### src/rtl/jtdsp16_prog_seq.sv
// DSP16 program sequencer: fetch address generation with a
// hardware return stack, nested DO loops and one-level interrupt shadow.
module jtdsp16_prog_seq #(
  parameter int AW          = 16,
  parameter int STACK_DEPTH = 4,
  parameter int LOOP_DEPTH  = 2,
  parameter int CNTW        = 7,
  parameter int LENW        = 4,
  parameter int RST_VEC     = 0,
  parameter int IRQ_VEC     = 1
) (
  input  logic                                clk,
  input  logic                                rst_n,
  input  logic                                cen,
  input  logic                                halt,
  input  logic                                jump,
  input  logic                                call,
  input  logic                                ret,
  input  logic                                iret,
  input  logic [AW-1:0]                       tgt,
  input  logic                                do_start,
  input  logic [LENW-1:0]                     do_len,
  input  logic [CNTW-1:0]                     do_cnt,
  input  logic                                irq,
  input  logic                                no_int,
  input  logic                                err_clr,
  output logic [AW-1:0]                       pc,
  output logic [AW-1:0]                       pi,
  output logic                                iack,
  output logic                                in_irq,
  output logic [$clog2(STACK_DEPTH+1)-1:0]    sp,
  output logic [$clog2(LOOP_DEPTH+1)-1:0]     loop_lvl,
  output logic                                stk_ovf,
  output logic                                stk_unf,
  output logic                                loop_ovf
);
  localparam int SPW = $clog2(STACK_DEPTH+1);
  localparam int LVW = $clog2(LOOP_DEPTH+1);

  logic [AW-1:0]   pc_q, pc_d, pi_q, pi_d;
  logic            iack_q, iack_d, in_irq_q, in_irq_d;
  logic [SPW-1:0]  sp_q, sp_d;
  logic [LVW-1:0]  lvl_q, lvl_d;
  logic            stk_ovf_q, stk_ovf_d;
  logic            stk_unf_q, stk_unf_d;
  logic            loop_ovf_q, loop_ovf_d;
  logic [AW-1:0]   stk_q [STACK_DEPTH];
  logic [AW-1:0]   stk_d [STACK_DEPTH];
  logic [AW-1:0]   head_q [LOOP_DEPTH];
  logic [AW-1:0]   head_d [LOOP_DEPTH];
  logic [AW-1:0]   end_q [LOOP_DEPTH];
  logic [AW-1:0]   end_d [LOOP_DEPTH];
  logic [CNTW-1:0] cnt_q [LOOP_DEPTH];
  logic [CNTW-1:0] cnt_d [LOOP_DEPTH];

  logic [AW-1:0]   seq, npc, top, redir_pc;
  logic            redir, chain;
  logic            so_set, su_set, lo_set;
  logic [LENW-1:0] len;
  logic [CNTW-1:0] cnt1;

  always_comb begin
    seq        = pc_q + AW'(1);
    pi_d       = pi_q;
    iack_d     = 1'b0;
    in_irq_d   = in_irq_q;
    sp_d       = sp_q;
    stk_d      = stk_q;
    head_d     = head_q;
    end_d      = end_q;
    cnt_d      = cnt_q;
    so_set     = 1'b0;
    su_set     = 1'b0;
    lo_set     = 1'b0;
    redir      = 1'b0;
    redir_pc   = '0;
    top        = '0;
    len        = (do_len == '0) ? LENW'(1) : do_len;
    cnt1       = (do_cnt == '0) ? CNTW'(1) : do_cnt;
    for (int i = 0; i < STACK_DEPTH; i++)
      if (SPW'(i + 1) == sp_q) top = stk_q[i];

    // Walk down the loop stack while entries share this end address
    lvl_d = lvl_q;
    chain = !halt;
    for (int i = LOOP_DEPTH - 1; i >= 0; i--) begin
      if (chain && LVW'(i + 1) == lvl_d) begin
        if (pc_q == end_q[i]) begin
          if (cnt_q[i] > CNTW'(1)) begin
            cnt_d[i] = cnt_q[i] - CNTW'(1);
            redir    = 1'b1;
            redir_pc = head_q[i];
            chain    = 1'b0;
          end else begin
            lvl_d = LVW'(i);
          end
        end else begin
          chain = 1'b0;
        end
      end
    end

    npc = seq;
    if (redir) begin
      npc = redir_pc;
    end else if (halt) begin
      npc = pc_q;
    end else if (jump || call) begin
      npc = tgt;
      if (call) begin
        if (sp_q == SPW'(STACK_DEPTH)) begin
          so_set = 1'b1;
        end else begin
          for (int i = 0; i < STACK_DEPTH; i++)
            if (SPW'(i) == sp_q) stk_d[i] = seq;
          sp_d = sp_q + SPW'(1);
        end
      end
    end else if (ret) begin
      if (sp_q == '0) begin
        npc    = AW'(RST_VEC);
        su_set = 1'b1;
      end else begin
        npc  = top;
        sp_d = sp_q - SPW'(1);
      end
    end else if (iret) begin
      npc      = pi_q;
      in_irq_d = 1'b0;
    end

    if (do_start && !halt) begin
      if (lvl_d == LVW'(LOOP_DEPTH)) begin
        lo_set = 1'b1;
      end else begin
        for (int i = 0; i < LOOP_DEPTH; i++) begin
          if (LVW'(i) == lvl_d) begin
            head_d[i] = seq;
            end_d[i]  = pc_q + AW'(len);
            cnt_d[i]  = cnt1;
          end
        end
        lvl_d = lvl_d + LVW'(1);
      end
    end

    pc_d = npc;
    if (irq && !in_irq_q && !halt && !no_int && lvl_q == '0) begin
      pc_d     = AW'(IRQ_VEC);
      pi_d     = npc;
      in_irq_d = 1'b1;
      iack_d   = 1'b1;
    end

    stk_ovf_d  = so_set | (stk_ovf_q  & ~err_clr);
    stk_unf_d  = su_set | (stk_unf_q  & ~err_clr);
    loop_ovf_d = lo_set | (loop_ovf_q & ~err_clr);
  end

  always_ff @(posedge clk or negedge rst_n) begin
    if (!rst_n) begin
      pc_q       <= AW'(RST_VEC);
      pi_q       <= '0;
      iack_q     <= 1'b0;
      in_irq_q   <= 1'b0;
      sp_q       <= '0;
      lvl_q      <= '0;
      stk_ovf_q  <= 1'b0;
      stk_unf_q  <= 1'b0;
      loop_ovf_q <= 1'b0;
      for (int i = 0; i < STACK_DEPTH; i++) stk_q[i] <= '0;
      for (int i = 0; i < LOOP_DEPTH; i++) begin
        head_q[i] <= '0;
        end_q[i]  <= '0;
        cnt_q[i]  <= '0;
      end
    end else if (cen) begin
      pc_q       <= pc_d;
      pi_q       <= pi_d;
      iack_q     <= iack_d;
      in_irq_q   <= in_irq_d;
      sp_q       <= sp_d;
      lvl_q      <= lvl_d;
      stk_ovf_q  <= stk_ovf_d;
      stk_unf_q  <= stk_unf_d;
      loop_ovf_q <= loop_ovf_d;
      stk_q      <= stk_d;
      head_q     <= head_d;
      end_q      <= end_d;
      cnt_q      <= cnt_d;
    end
  end

  assign pc       = pc_q;
  assign pi       = pi_q;
  assign iack     = iack_q;
  assign in_irq   = in_irq_q;
  assign sp       = sp_q;
  assign loop_lvl = lvl_q;
  assign stk_ovf  = stk_ovf_q;
  assign stk_unf  = stk_unf_q;
  assign loop_ovf = loop_ovf_q;
endmodule
### config.mk
export PLATFORM = sky130hd
export DESIGN_NAME = jtdsp16_prog_seq
export DESIGN_NICKNAME = d
export VERILOG_FILES = /design/src/rtl/jtdsp16_prog_seq.sv
export SDC_FILE = /design/constraint.sdc
export NUM_CORES = 1
export LEC_CHECK = 0
export ABC_AREA = 1
export ABC_CLOCK_PERIOD_IN_PS = 7780
export CORE_ASPECT_RATIO = 0.75
export CORE_MARGIN = 3
export CORE_UTILIZATION = 53
export DETAILED_ROUTE_END_ITERATION = 12
export PLACE_DENSITY = 0.79
export SETUP_SLACK_MARGIN = 0.1
export SYNTH_ARGS = -nofsm -noshare
export SYNTH_HDL_FRONTEND = slang
export SYNTH_SLANG_ARGS = --single-unit
### constraint.sdc
create_clock -name clk -period 7.78 [get_ports clk]
set_input_delay 0.778 -clock clk [delete_from_list [all_inputs] [get_ports clk]]
set_output_delay 0.778 -clock clk [all_outputs]
set_load 0.1 [all_outputs]
==> flow_metrics.env <==
export IMPL_switching_share_pct=46.1
export IMPL_place_hpwl_mm=20.9
export IMPL_portBuffers=80
export IMPL_clock_tree_root_cell="clkbuf_16"
export IMPL_first_iter_violations=1256
export IMPL_wirelength_mm=30.7
export IMPL_synth_edf_count=0
export IMPL_clock_path_buffers=2
export IMPL_worst_r2r_endpoint="stk_q[4]$_DFFE_PN0P_"
export IMPL_critPathRequiredTime_ns=8.14
export IMPL_gp_congestion=0.917
export IMPL_postCtsSetupBuffers=0
export IMPL_drv_slew=0
export IMPL_die_x_um=169
export IMPL_rrSetupSlack_ns=3.87
export IMPL_grt_pass1_wl_mm=49.5
export IMPL_ios=81
export IMPL_antenna_found_initial=0
export IMPL_path_class="flip-flop to flip-flop"
export IMPL_cts_hold_buf=0
export IMPL_nNetsFinal=1548
export IMPL_powerDensity_nw_per_um2=372
export IMPL_drive_gt1_share_pct=5.47
export IMPL_end_kind="flip-flop"
export IMPL_rsz0062_at_grt="no"
export IMPL_avgViaCountPerCell=5.63
export IMPL_synth_nets=1512
export IMPL_rows=44
export IMPL_post_synth_num_cell_types=45
export IMPL_crit_fanout=18
export IMPL_synth_seq_cells=184
export IMPL_wl_per_cell_um=17.5
export IMPL_max_slew_margin_pct=13.4
export IMPL_die_y_um=128
export IMPL_grtUsageTotal_pct=28.9
export IMPL_synth_seq_area_share_pct=43.6
export IMPL_synthCells=1452
export IMPL_core_area_um2=19400
export IMPL_final_util_pct=61.3
export IMPL_insertion_delay_ns=0.45
export IMPL_dieArea_um2=21700
export IMPL_pwr_share_seq_pct=37.5
export IMPL_power_share_clock_pct=18.8
export IMPL_diodes=0
export IMPL_max_freq_mhz=256
export IMPL_area_delta_synth_final_pct=12.8
export IMPL_power_leakage_nw=5.90
export IMPL_async_reset_ff_share_pct=100
export IMPL_hold_violations=0
export IMPL_p_comb_share_pct=43.7
export IMPL_cts_resized=0
export IMPL_ant_nets=0
export IMPL_status="finished, final reports clean"
export IMPL_final_setup_skew_ns=0.0136
export IMPL_reg2reg_depth=10
export IMPL_tightest_slew_ns=1.29
export IMPL_ys_warn_count=0
export IMPL_p_switching_mw=2.04
export IMPL_holdCritPathClass="input port to asynchronous set/reset pin"
export IMPL_drt_pass1_iter_count=8
export IMPL_grt_max_degree=110
export IMPL_setup_viol=0
export IMPL_start_util_pct=54.3
export IMPL_worstReg2RegStart="sp[0]$_DFFE_PN0P_"
export IMPL_cts_sinks=184
export IMPL_cap_viol_max_count=0
export IMPL_syn_area_um2=10600
export IMPL_cts_tree="yes"
export IMPL_final_period_utilization_pct=50.3
export IMPL_overflow=0
export IMPL_ir_drop_v=0.000324
export IMPL_vias=9864
export IMPL_setup_tns_final_ns=0
export IMPL_drcViolationCount=0
export IMPL_arrival_ns=4.27
export IMPL_cts_buffers=17
export IMPL_dominantRegCellSynth="dfrtp_1"
export IMPL_post_route_min_period_ns=3.91
export IMPL_syn_avg_cell_area_um2=7.27
export IMPL_path_clk_slew_ns=0.07
export IMPL_crit_path_start_kind="flip-flop"
export IMPL_internal_power_mw=2.39
export IMPL_htreeDepth=4
export IMPL_grt_pass1_vias=9353
export IMPL_report_power_total_mw=4.42
-- final cells by class --
class,instances,area (µm²)
Tap cell,253,317
Inverter,152,576
Clock buffer,24,472
Sequential cell,184,4600
Fill cell,1708,7530
Multi-Input combinational cell,1043,4990
Clock inverter,7,71.3
Timing Repair Buffer,90,880
-- power by group through the flow --
stage	Sequential (mW)	Clock [mW]	Combinational (mW)
global placement	1.65	0	1.85
CTS	1.65	0.839	1.92
detailed placement	1.66	0	1.90
floorplan	2.06	0	0.975
finish	1.66	0.831	1.94
global route	1.70	0.874	2.12
-- per-stage QoR --
step / setup WS (ns) / hold slack [ns] / cells / cell area, µm²
after floorplan: 4.17 / 0.437 / 1452 / 10600
after global routing: 3.56 / 0.512 / 1753 / 11900
final: 3.87 / 0.454 / 1753 / 11900
after CTS: 3.95 / 0.477 / 1753 / 11900
after global placement: 3.71 / 0.457 / 1722 / 11400
after detailed placement: 3.57 / 0.462 / 1722 / 11400
-- registers in the layout, summed over array words and instances, names as in the netlist --
register  count
stk_q        64
sp            3
head_q       32
iack          1
cnt_q        14
stk_unf       1
loop_lvl      2
in_irq        1
pi           16
stk_ovf       1
pc           16
end_q        32
loop_ovf      1
-- cell families after synthesis --
kind of cell	after synthesis	synth area share, %
simple gates	730	27.9
compound gates	242	12.5
buf+inv	225	9.17
flops	184	43.6
xor+xnor	50	4.15
fa+ha+maj	21	2.56
-- cells in the final DEF, fill, tap and decap left out, types with 5 or more instances in the layout --
master / instances
a21oi_1: 30
a22oi_1: 8
buf_4: 10
clkbuf_1: 5
clkbuf_16: 17
clkdlybuf4s50_1: 79
dfrtp_1: 184
ha_1: 20
inv_1: 136
inv_2: 12
nand2_1: 545
nand3_1: 41
nand4_1: 15
nor2_1: 92
nor2_2: 8
nor3_1: 7
o211ai_1: 5
o21ai_0: 150
o21ai_1: 18
o21ai_2: 6
o22ai_1: 9
or2_2: 8
xnor2_1: 7
xor2_1: 43
-- per-layer routing --
layer | vias up | GRT usage, % | share of wire, %
li1 | 4634 | - | -
met1 | 4581 | 43.0 | 44
met2 | 584 | 42.4 | 43
met3 | 65 | 6.97 | 11
met4 | 0 | 7.98 | 2.2
met5 | - | 0 | 0
-- Yosys cell counts, types with 2 or more instances --
cell type | n | area share [%]
buf_1 | 2 | 0.071
nor2_2 | 5 | 0.30
buf_6 | 9 | 0.96
a221oi_1 | 2 | 0.17
o21a_1 | 2 | 0.14
nand3_1 | 41 | 1.9
nand2_2 | 2 | 0.12
dfrtp_1 | 184 | 44
o31ai_1 | 2 | 0.14
a22oi_1 | 8 | 0.57
o211ai_1 | 5 | 0.36
ha_1 | 20 | 2.4
a21oi_1 | 30 | 1.4
inv_4 | 2 | 0.12
o21bai_1 | 3 | 0.21
inv_2 | 12 | 0.43
buf_2 | 13 | 0.62
nor3_1 | 7 | 0.33
or2_2 | 8 | 0.47
buf_4 | 9 | 0.64
o221ai_1 | 3 | 0.25
xor2_1 | 43 | 3.6
nand3_2 | 2 | 0.19
nand4_1 | 15 | 0.89
xnor2_1 | 7 | 0.58
nand3b_1 | 3 | 0.21
nor2_4 | 2 | 0.21
nor4_1 | 2 | 0.12
nand2_1 | 545 | 19
nor2_1 | 95 | 3.4
clkinv_1 | 2 | 0.071
o21ai_0 | 150 | 7.1
clkbuf_1 | 40 | 1.4
o22ai_1 | 9 | 0.53
o21ai_2 | 6 | 0.50
inv_1 | 136 | 4.8
o21ai_1 | 18 | 0.85
-- how the worst max path moves through the flow --
stage	slack (ns)	cells after the start	start	to
after floorplan	4.17	18	pc[0]$_DFFE_PN0P_	head_q[20]$_DFFE_PN0P_
after CTS	3.95	18	pc[0]$_DFFE_PN0P_	head_q[3]$_DFFE_PN0P_
after global routing	3.56	17	pc[8]$_DFFE_PN0P_	head_q[6]$_DFFE_PN0P_
final	3.87	10	sp[0]$_DFFE_PN0P_	stk_q[4]$_DFFE_PN0P_
after detailed placement	3.57	9	halt	stk_q[48]$_DFFE_PN0P_
after global placement	3.71	15	halt	head_q[11]$_DFFE_PN0P_
-- critical path: stages, from the launching register on --
cell and delay (ns):
dfrtp_1 0.43, inv_1 0.12, ha_1 0.40, nand2_1 0.56, inv_1 0.39, nor3_1 0.28, nand4_2 0.35, nor2_1 0.76
buf_4 0.35, nand2_1 0.09, o21ai_0 0.08
Note: power is estimated with default switching activity, not from simulation.
